### src/rtl/pipeline_hazard_unit.sv
// pipeline_hazard_unit: scoreboard-driven forwarding, stall, hold and flush control for the pipelined MIPS core
module pipeline_hazard_unit #(
    parameter int NUM_STAGES   = 3,
    parameter int REG_ADDR_W   = 5,
    parameter int BRANCH_STAGE = 2,
    parameter int MULTI_LAT    = 4,
    parameter int SEL_W        = $clog2(NUM_STAGES + 1)
) (
    input  logic                  clk,
    input  logic                  reset,
    input  logic                  id_valid,
    input  logic [REG_ADDR_W-1:0] id_rs,
    input  logic [REG_ADDR_W-1:0] id_rt,
    input  logic                  id_uses_rs,
    input  logic                  id_uses_rt,
    input  logic [REG_ADDR_W-1:0] id_rd,
    input  logic                  id_reg_write,
    input  logic                  id_mem_read,
    input  logic                  id_multi,
    input  logic                  br_taken,
    output logic                  stall_o,
    output logic                  bubble_ex_o,
    output logic                  hold_ex_o,
    output logic                  bubble_mem_o,
    output logic                  flush_o,
    output logic [SEL_W-1:0]      fwd_a_sel,
    output logic [SEL_W-1:0]      fwd_b_sel
);
    localparam int CNT_W = (MULTI_LAT > 1) ? $clog2(MULTI_LAT) : 1;

    logic [NUM_STAGES:1]   vld;
    logic [REG_ADDR_W-1:0] rd [1:NUM_STAGES];
    logic                  ex_load, ex_multi, ex_uses_rs, ex_uses_rt;
    logic [REG_ADDR_W-1:0] ex_rs, ex_rt;
    logic [CNT_W-1:0]      busy;
    logic                  id_wr, flush, hold, load_use;

    // hazard decode, priority flush > multi-cycle hold > load-use; reset forces every output low
    always_comb begin
        id_wr        = id_valid & id_reg_write & (id_rd != '0);
        flush        = reset & br_taken;
        hold         = ~flush & (busy != '0);
        load_use     = ~flush & ~hold & id_valid & vld[1] & ex_load &
                       ((id_uses_rs & (id_rs == rd[1])) | (id_uses_rt & (id_rt == rd[1])));
        stall_o      = hold | load_use;
        bubble_ex_o  = load_use;
        hold_ex_o    = hold;
        bubble_mem_o = hold;
        flush_o      = flush;
    end

    // lowest matching stage wins because it carries the youngest write of that register
    always_comb begin
        fwd_a_sel = '0;
        fwd_b_sel = '0;
        for (int k = NUM_STAGES; k >= 2; k--) begin
            if (ex_uses_rs && vld[k] && rd[k] == ex_rs) fwd_a_sel = SEL_W'(k);
            if (ex_uses_rt && vld[k] && rd[k] == ex_rt) fwd_b_sel = SEL_W'(k);
        end
    end

    // scoreboard shift, EX operand capture and multi-cycle busy counter
    always_ff @(posedge clk or negedge reset) begin
        if (!reset) begin
            vld        <= '0;
            busy       <= '0;
            ex_load    <= 1'b0;
            ex_multi   <= 1'b0;
            ex_uses_rs <= 1'b0;
            ex_uses_rt <= 1'b0;
            ex_rs      <= '0;
            ex_rt      <= '0;
            for (int k = 1; k <= NUM_STAGES; k++) rd[k] <= '0;
        end else begin
            for (int k = 2; k <= NUM_STAGES; k++) begin
                vld[k] <= vld[k-1] & ~(flush && k <= BRANCH_STAGE) & ~(hold && k == 2);
                rd[k]  <= rd[k-1];
            end
            if (flush || load_use) begin
                vld[1]     <= 1'b0;
                ex_load    <= 1'b0;
                ex_multi   <= 1'b0;
                ex_uses_rs <= 1'b0;
                ex_uses_rt <= 1'b0;
            end else if (!hold) begin
                vld[1]     <= id_wr;
                rd[1]      <= id_rd;
                ex_load    <= id_mem_read;
                ex_multi   <= id_valid & id_multi;
                ex_rs      <= id_rs;
                ex_rt      <= id_rt;
                ex_uses_rs <= id_valid & id_uses_rs;
                ex_uses_rt <= id_valid & id_uses_rt;
            end
            if (flush && ex_multi && BRANCH_STAGE > 1)
                busy <= '0;
            else if (busy != '0)
                busy <= busy - 1'b1;
            else if (id_valid && id_multi && !flush && !load_use)
                busy <= CNT_W'(MULTI_LAT - 1);
        end
    end
endmodule

### config.mk
export PLATFORM = sky130hd
export DESIGN_NAME = pipeline_hazard_unit
export DESIGN_NICKNAME = d
export VERILOG_FILES = /design/src/rtl/pipeline_hazard_unit.sv
export SDC_FILE = /design/constraint.sdc
export NUM_CORES = 1
export LEC_CHECK = 0
export CAP_MARGIN = 20
export CORE_MARGIN = 2
export CORE_UTILIZATION = 55
export DETAILED_ROUTE_END_ITERATION = 8
export HOLD_SLACK_MARGIN = 0.06
export PLACE_DENSITY = 0.84
export SYNTH_ARGS = -nofsm -noshare
export SYNTH_HDL_FRONTEND = slang
export SYNTH_SLANG_ARGS = --single-unit
export TNS_END_PERCENT = 30
### constraint.sdc
create_clock -name clk -period 5.3 [get_ports clk]
set_input_delay 0.53 -clock clk [delete_from_list [all_inputs] [get_ports clk]]
set_output_delay 0.53 -clock clk [all_outputs]
set_load 0.05 [all_outputs]
# After elaboration in Yosys (flattened, before gate mapping)

Cells that the tools add are included.

Bits of input ports: 24
Flip-flop bits (word level): 34
Output and inout port bits: 9

Multiplexer cells: 17
Equality and inequality tests: 7
Reductions and logical operators: 19
Bitwise logic cells: 21
Add/sub/neg operators: 1

Operators by type and width:

| cell                                                   | count |
|---|---|
| equality test 5 bit                                    | 6 |
| AND 1 bit                                              | 16 |
| two-way mux 2 bit                                      | 7 |
| logical AND 1 bit                                      | 12 |
| two-way mux 1 bit                                      | 10 |
| nonzero test 5 bit                                     | 1 |
| inverter 1 bit                                         | 3 |
| nonzero test 3 bit                                     | 1 |
| logical NOT 1 bit                                      | 2 |
| inequality test 2 x 1 -> 1 bit (second input constant) | 1 |
| OR 1 bit                                               | 2 |
| AND reduction 2 bit                                    | 1 |
| nonzero test 2 bit                                     | 1 |
| subtractor 2 x 1 -> 2 bit (second input constant)      | 1 |
| logical OR 1 bit                                       | 1 |

# Logic depth before layout (Yosys ltp)

Gate-level depths: netlist (run 1).

Depth in word-level cells: 14
Mapped depth: 8
Depth with buffers taken out: 7

# Least setup slack after synthesis (run 1)

Ideal clock, no wire load.

Kind: input to output
Start: input reset
End: output hold_ex_o
Path buffers: 1
Path slack: 2583 ps
Stages on the path: 4
Arrival: 2187 ps
Cell sequence: nand2_1 inv_1 nor2_1 buf_4

Word-level cells in the longest chain between the ends: 3

RTL lines:

| item               | line | text |
|---|---|---|
| start: declaration | 10   | `input logic reset,` |
| AND 1 bit          | 41   | `flush = reset & br_taken;` |
| net flush_o        | 25   | `output logic flush_o,` |
| inverter 1 bit     | 42   | `hold = ~flush & (busy != '0);` |
| AND 1 bit          | 42   |  |
| end: declaration   | 23   | `output logic hold_ex_o,` |

The timed path passes the listed nets, and every way through them passes these cells.

# Final worst setup path (run 1)

Start: input reset
End: output bubble_mem_o

Word-level cells in the longest chain between the ends: 3

RTL lines:

| item             | line | text |
|---|---|---|
| AND 1 bit        | 41   |  |
| inverter 1 bit   | 42   |  |
| AND 1 bit        | 42   |  |
| end: declaration | 24   | `output logic bubble_mem_o,` |

Every way passes these cells.

==> results of run 1 <==
-- Yosys cell counts, drive strengths merged --
cell type	count
a32o	3
xor2	16
nor4	4
mux2	15
buf	3
or4	1
o22ai	1
nor2	1
mux2i	1
or3	1
o31ai	2
and3	6
nand4	4
nand3	2
o21ba	1
nor3	2
nand2	9
o21ai	2
nand2b	2
inv	4
xnor2	14
ha	1
a21oi	4
a21bo	2
dfrtp	34
o21a	1
-- sequential cells by signal (all words and copies together) (netlist names) --
signal and cells:
busy 2, ex_load 1, ex_multi 1, ex_rs 5, ex_rt 5, ex_uses_rs 1
ex_uses_rt 1, rd 15, vld 3
-- critical path, stage by stage --
cell                              delay [ns]
sky130_fd_sc_hd__clkdlybuf4s50_1        0.40
sky130_fd_sc_hd__buf_4                  0.27
sky130_fd_sc_hd__nand2_1                0.23
sky130_fd_sc_hd__inv_1                  0.13
sky130_fd_sc_hd__nor2_1                 0.37
sky130_fd_sc_hd__clkdlybuf4s50_1        0.90
-- area by class of cell --
cell class | count | area (µm²)
Fill cell | 233 | 918
Sequential cell | 34 | 851
Multi-Input combinational cell | 95 | 805
Timing Repair Buffer | 33 | 328
Clock buffer | 7 | 45.0
Tap cell | 33 | 41.3
Inverter | 4 | 15.0
-- cells by family (layout without fill, tap and decap cells) --
logic type	count (synthesis)	count (layout)	share of synthesized area, %
buf+inv	7	44	2.79
compound gates	16	16	8.01
simple gates	32	32	10.4
xor+xnor	30	30	15.4
fa+ha+maj	1	1	0.735
flops	34	34	50.0
mux	16	16	12.7
-- report_power, final --
group / leakage (nW) / internal [mW] / switching (mW)
Combinational: 0.470 / 0.268 / 0.211
Clock: 0.0254 / 0.0500 / 0.0807
Sequential: 0.412 / 0.381 / 0.137
Total: 0.907 / 0.699 / 0.429
-- how the worst min path moves through the flow --
stage,startpoint,endpoint,cells past startpoint
floorplan,reset,busy[0],0
global placement,vld[2],vld[3],0
detailed placement,vld[2],vld[3],0
CTS,vld[2],vld[3],0
global route,vld[2],vld[3],0
finish,vld[2],vld[3],0
-- metal layers --
metal  track usage, %  part of all wire (%)
met4             12.4                   2.4
met1             27.9                    40
met5                0                     0
met2             38.7                    52
met3             5.90                   4.7
-- per-stage QoR --
step           power (mW)  hold slack (ns)  cells  cell area [µm²]
2_1_floorplan       0.881            0.234    136             1700
3_3_place_gp        0.970            0.387    199             2040
3_5_place_dp         1.01            0.404    199             2040
4_1_cts              1.14            0.427    206             2080
5_1_grt              1.20            0.452    206             2080
6_report             1.13            0.430    206             2080
==> results.txt, run 1 <==
- Placed wire-length estimate: between 2000 and 3000 µm
* Die outline width: between 50 and 60 µm
* Synthesized cell area: 0.00170 mm²
- Counting distinct cell types in the post-synthesis netlist gives 31.
- The routed layout has 1201 vias.
- STA puts the critical path data required time at 4.77 ns.
- Once the floorplan was initialized, standard cells occupied between 50 and 60% of the core.
- In this run, post-CTS hold repair placed 0 buffers.
- Once the clock tree was built, the setup fixing pass inserted 0 buffers.
- Detailed-route DRC error count: 0
- 0 antenna diodes ended up in the layout.
* Count of TritonRoute iterations in the first routing pass: 4
- Number of nets with antenna violations after detailed routing: 0
- Critical Path End: bubble_mem_o
- The clock passes through at most 2 buffers.
- Final net count: 198
- The analysis attributes to cell leakage a power of between 0.9 and 1 nW.
* Most common cell after layout, fill and taps aside: sky130_fd_sc_hd__dfrtp_1
- Number of standard-cell rows in the floorplan: 20
- In the routed layout, each cell is associated on average with a via count of 5.83.
- Global routing used 23.4% of the available tracks across all layers.
- For this run, the top clock speed supported by timing is 0.297 GHz.
- Worst-path fanout max: 35
- The final-report hold violation count is 0.
- Areal power density over the cells: 541 mW/mm²
- The die is 59.6 µm tall.
- The worst setup path is launched from an input port.
- Cells with a size suffix above 1 make up 15.6% of the layout.
- In this run, CTS created clock tree buffers numbering 5.
* Fin Clk Skew: between 0.01 and 0.015 ns
* TritonCTS clock tree: built
- Subtracting the final worst setup slack from the clock period gives 3.37 ns.
- Top cell type's share of synthesized area: 50.0%
- The critical path starts at reset.
- Across the VDD grid, the largest voltage drop is 306 µV.
- Worst Max-Slew Pin Slew: between 0.6 and 0.7 ns
- The later pin in the worst-skew pair is clocked with a latency of 0.33 ns.
- The H-tree was split into 2 levels.
- Setup repair after global routing left no endpoint under its margin.
* Count of warnings emitted by yosys: 0
- The number of global-route vias before repair came to 1265.
- Avg WL per Cell: approximately 17 µm
- Leading area contributor after synthesis: sky130_fd_sc_hd__dfrtp_1
* Initial antenna violation count: 0
* Portion of the post-synthesis area used by sequential elements: 50.0%
- The total area inside the core boundary comes to 0.00300 mm².
* Most frequent cells in the layout: sky130_fd_sc_hd__dfrtp_1, sky130_fd_sc_hd__clkdlybuf4s50_1, sky130_fd_sc_hd__xor2_1, sky130_fd_sc_hd__xnor2_1, sky130_fd_sc_hd__mux2_4
- Layout Area Growth over Synthesis: 22.4%
* Worst setup path class: in -> out
- The flow ran to the end, and the final reports show no timing, DRC or antenna violations.
- Register-to-register setup slack: 3.09 ns
- First-pass GRT wire length: 5800 µm
* Number of ports placed on the die boundary: 33
* Rel. slew slack: 58.4%
* End of the worst register-to-register path: ex_rs[0]
* Max-cap violation count: 0
- In this run, synthesis produced a sequential element count of 34.
- Detailed-route wire length: 3490 µm
- Number of buffers inserted by port buffering: 32
* Final cycle utilization of the critical path: between 60% and 70%
* Grt total ovfl: 0
- Start of the worst register-to-register path: busy[0]
- In the post-synthesis netlist, the biggest area contributors are sky130_fd_sc_hd__dfrtp_1, sky130_fd_sc_hd__mux2_4, sky130_fd_sc_hd__xor2_1, sky130_fd_sc_hd__xnor2_1, sky130_fd_sc_hd__mux2_2.
- The tightest min-delay check is of the reg -> reg type.
- Net count after synthesis: roughly 160
- Synthesis produced 136 cells.
- Min setup slack post-route: 1.93 ns
- The tree is rooted in a sky130_fd_sc_hd__clkbuf_4.
* Largest net degree at the start of global routing: 36
* Max-slew violation count: 0
- Gates resized, CTS repair: 0
- Routability-driven placement finished with a final weighted congestion of 0.838.
* CTS sink cnt: 34
- Avg Cell Area, Syn: 12.5 µm²
- STA puts the critical path data arrival time at 2.84 ns.
- The die covers 0.00356 mm².
- Setup slack after placement: 1.94 ns
- Final setup vio count: 0
- Clock-pin slew was measured on the worst setup and hold paths at 0.10 ns.
- Nature of the critical path endpoint: output port
* Summed negative setup slack over all endpoints: 0 ns
- Finished Core Util: 69.4%
- The detailed router finished its first iteration with 42 violations.
* Number of cells on the worst reg-to-reg path: 6
(Power assumes the default switching activity.)
==> inputs of run 2 (changes only) <==
--- a/config.mk
+++ b/config.mk
@@ -7,10 +7,10 @@
 export LEC_CHECK = 0
 export CAP_MARGIN = 20
 export CORE_MARGIN = 2
-export CORE_UTILIZATION = 55
+export CORE_UTILIZATION = 46
 export DETAILED_ROUTE_END_ITERATION = 8
 export HOLD_SLACK_MARGIN = 0.06
-export PLACE_DENSITY = 0.84
+export PLACE_DENSITY = 0.75
 export SYNTH_ARGS = -nofsm -noshare
 export SYNTH_HDL_FRONTEND = slang
 export SYNTH_SLANG_ARGS = --single-unit
==> constraint.sdc (replaced) <==
create_clock -name clk -period 2.8 [get_ports clk]
set_input_delay 0.28 -clock clk [delete_from_list [all_inputs] [get_ports clk]]
set_output_delay 0.28 -clock clk [all_outputs]
set_load 0.05 [all_outputs]
==> results.txt, run 2 (synthesis results as in run 1) <==
- Finished Core Util: 60.8% (was 69.4%)
- The area growth from synthesis to layout is 28.7% (was 22.4%).
- The total area of multi-input combinational cells is 805 µm² (unchanged).
- Worst setup path class: reg -> out (was in -> out)
- Number of vias per cell: 5.33 (was 5.83)
- Post-detailed-placement cell area: 0.00211 mm² (was 0.00204 mm²)
* Highest cell delay on the worst timing path: 0.79 ns (was 0.90 ns)
- The number of buffer and inverter stages on the critical path is 1 (was 4).
* Met3 wirelength from detailed routing: 173 µm (was 165 µm)
- Counting I/O delays and the setup requirement, the final critical path takes about 2.6 ns.
- Logic gate share of total power: 42.2% (was 42.5%)
* Detailed-route DRC error count: 0 (unchanged)
* Rel. slew slack: 53.7% (was 58.4%)
* Setup repair after global routing missed its margin: no (unchanged)
- Result of the run: finished, final reports clean (unchanged)
* Fraction of final layout cells sized beyond drive strength 1: 19.7% (was 15.6%)
- The register clock-pin slew on the reported worst setup and hold paths was 0.06 ns (was 0.10 ns).
* Routed length on met1: 1480 µm (was 1410 µm)
- The register share of total power was 43.2% (was 45.9%).
* Min setup slack post-route: 0.162 ns (was 1.93 ns)
- Initial antenna violation count: 0 (unchanged)
* Root buffer cell: sky130_fd_sc_hd__clkbuf_8 (was sky130_fd_sc_hd__clkbuf_4)
- The final-report hold violation count is 0 (unchanged).
- The number of buffer cells added on primary ports came to 32 (unchanged).
- The post-route worst hold slack is 0.397 ns (was 0.430 ns).
* Largest regs: rd (15), ex_rs (5), ex_rt (5) (unchanged)
* Uppermost layer routed: met4 (unchanged)
- The height of the chip came to 64.8 µm (was 59.6 µm).
- The critical register-to-register path endpoint was ex_rt[2] (was ex_rs[0]).
- Most frequent cells in the layout: sky130_fd_sc_hd__dfrtp_1, sky130_fd_sc_hd__clkdlybuf4s50_1, sky130_fd_sc_hd__xor2_1, sky130_fd_sc_hd__xnor2_1, sky130_fd_sc_hd__mux2_4 (unchanged).
- The final standard cell count with taps included and fillers excluded was 221 (was 206).
- Final setup vio count: 0 (unchanged)
- The number of design-rule violations left by the first detailed-router iteration is 25 (was 42).
- The kind of cell adding the most delay to the critical path is buffers and inverters (unchanged).
- The cell depth of the worst flop-to-flop path was 6 (unchanged).
- Critical-path top delay cell: sky130_fd_sc_hd__clkdlybuf4s50_1 (unchanged)
- Power after layout: 2.27 mW (was 1.13 mW)
* Final cycle utilization of the critical path: 94.2%
* Number of global-route vias before repair: 1249 (was 1265)
- The H-tree depth reported by CTS is 2 (unchanged).
* End point of the worst hold path: vld[3] (unchanged)
- Detailed-route wire length: 3470 µm (was 3490 µm)
- Switching power share of the total: 36.6% (was 38.0%)
* Ant. Diodes: 0 (unchanged)
* Required time at the endpoint of the critical path: 2.52 ns (was 4.77 ns)
* Static leakage: 0.990 nW (was 0.907 nW)
* Worst Hold Depth: 0 (unchanged)
- Sequential cell area: 851 µm² (unchanged)
* Min-Delay Startpoint: vld[2] (unchanged)
* Clk pwr share: 14.6% (was 11.6%)
- The number of max-cap violations is 0 (unchanged).
- Sequence of cells on the critical path: xor2_1, nor4_1, nand4_1, a21bo_2, clkdlybuf4s50_1 (was clkdlybuf4s50_1, buf_4, nand2_1, inv_1, nor2_1, clkdlybuf4s50_1)
- The flip-flop count of the largest register, all copies and words added was 15 (unchanged).
* Critical Path AT: 2.36 ns (was 2.84 ns)
- The cell area after layout came to 0.00219 mm² (was 0.00208 mm²).
- Maximum buffer depth of the clock tree: 2 (unchanged)
- The remaining antenna violation count after routing is 0 (unchanged).
- The clock sink count was 34 (unchanged).
- Number of standard-cell rows in the floorplan: 22 (was 20)
- The final net count is 198 (unchanged).
- Register-to-register setup slack: 0.67 ns (was 3.09 ns)
- Number of filler cells placed in the layout: 300 (was 233)
- The detailed-routed wire length on met2 came to 1740 µm (was 1830 µm).
- The initial core utilization was 47.2% (was 56.7%).
- The first-pass iteration count of the detailed router was 4 (unchanged).
- Worst-path fanout max: 3 (was 35)
- Internal Dissipation: 1.44 mW (was 0.699 mW)
- The power density normalized to cell area was 1040 mW/mm² (was 541 mW/mm²).
* Start of the worst register-to-register path: busy[0] (unchanged)
- Cell depth of the worst setup path: 5 (was 6)
* First-pass GRT wire length: 5910 µm (was 5800 µm)
- The final estimated routing congestion in global placement was 0.829 (was 0.838).
* Worst Max-Slew Pin Slew: 0.693 ns (was 0.622 ns)
- The maximum clock skew at final layout came to 0.00270 ns (was 0.0115 ns).
* Grt total ovfl: 0 (unchanged)
* Most common cell after layout, fill and taps aside: sky130_fd_sc_hd__dfrtp_1 (unchanged)
- The top-level port count is 33 (unchanged).
- The average wire length per cell after detail routing was 15.7 µm (was 16.9 µm).
- Fmax: between 0.3 and 0.4 GHz
* Class of the worst hold path: reg -> reg (unchanged)
- The clock tree from TritonCTS is built (unchanged).
- The minimum setup slack after placement is 0.399 ns (was 1.94 ns).
* Max-slew violation count: 0 (unchanged)
- The type of element launching the critical path is a flop (was input port).
- Die outline width: 64.8 µm (was 59.6 µm)
- Number of instances in the placed design: 214 (was 199)
- The net switching power came to 0.831 mW (was 0.429 mW).
* Nature of the critical path endpoint: output port (unchanged)
* Clock latency reported for the late side of the worst-skew pair: 0.28 ns (was 0.33 ns)
- The via total after detailed routing came to 1179 (was 1201).
- Total Die Area: 0.00420 mm² (was 0.00356 mm²)
- Core area: 0.00361 mm² (was 0.00300 mm²)
* Placed wire-length estimate: 2740 µm (was 2810 µm)
* Summed negative setup slack over all endpoints: 0 ns (unchanged)
- Register containing the most flip-flops in the final layout: rd (unchanged)
- Global routing usage summed across all routing layers: 18.9% (was 23.4%)
- The largest net degree at the start of global routing was 35 (was 36).
- Peak ir drop on the vdd network: 491 µV (was 306 µV)
* Inserted Clock Buffers: 5 (unchanged)
[run 2: cell count changes in the layout (fill, tap and decap cells not counted)]
cell,before,now
sky130_fd_sc_hd__clkdlybuf4s50_1,32,25
sky130_fd_sc_hd__buf_12,0,5
sky130_fd_sc_hd__clkbuf_4,5,0
sky130_fd_sc_hd__clkbuf_8,0,5
sky130_fd_sc_hd__clkbuf_1,2,0
sky130_fd_sc_hd__clkinv_2,0,2
sky130_fd_sc_hd__dlymetal6s2s_1,0,2
[run 2: per-layer routing]
layer  vias to the layer above  track usage [%]
li1                        549                -
met1                       592             24.5
met2                        30             29.5
met3                         8             5.38
met4                         0             8.51
met5                         -                0
[run 2: power groups by stage]
stage / sequential [mW] / clock, mW / combinational [mW]
6_report: 0.981 / 0.332 / 0.956
5_1_grt: 1.01 / 0.364 / 1.05
4_1_cts: 0.981 / 0.338 / 0.965
3_5_place_dp: 0.990 / 0 / 0.959
3_3_place_gp: 0.971 / 0 / 0.929
2_1_floorplan: 0.914 / 0 / 0.754
[run 2: how the worst max path moves through the flow]
stage	from	endpoint
floorplan	reset	hold_ex_o
global placement	ex_rt[4]	fwd_b_sel[1]
detailed placement	ex_rt[4]	fwd_b_sel[1]
CTS	ex_rt[4]	fwd_b_sel[1]
global route	ex_rs[4]	fwd_a_sel[1]
finish	ex_rs[4]	fwd_a_sel[1]
[run 2: cell type report]
type                            count  area share [%]
Timing Repair Buffer               33            17.5
Clock buffer                        5            3.14
Multi-Input combinational cell     95            36.7
Clock inverter                      2           0.457
Inverter                            4           0.685
Sequential cell                    34            38.8
Tap cell                           48            2.74
[run 2: what timing repair did]
| action | CTS | global route |
|---|---|---|
| setup endpoints to repair | 0 | 2 |
| resized for setup | 0 | 2 |
| buffers inserted | 0 | 0 |
| hold buffers | 0 | 0 |
[run 2: worst reg2reg max path: stages (launching register included)]
cell and delay, ns:
sky130_fd_sc_hd__dfrtp_1 0.34, sky130_fd_sc_hd__inv_1 0.05, sky130_fd_sc_hd__ha_1 0.29, sky130_fd_sc_hd__and3_1 0.23
sky130_fd_sc_hd__and3_4 0.19, sky130_fd_sc_hd__a21oi_4 0.51, sky130_fd_sc_hd__mux2_2 0.40
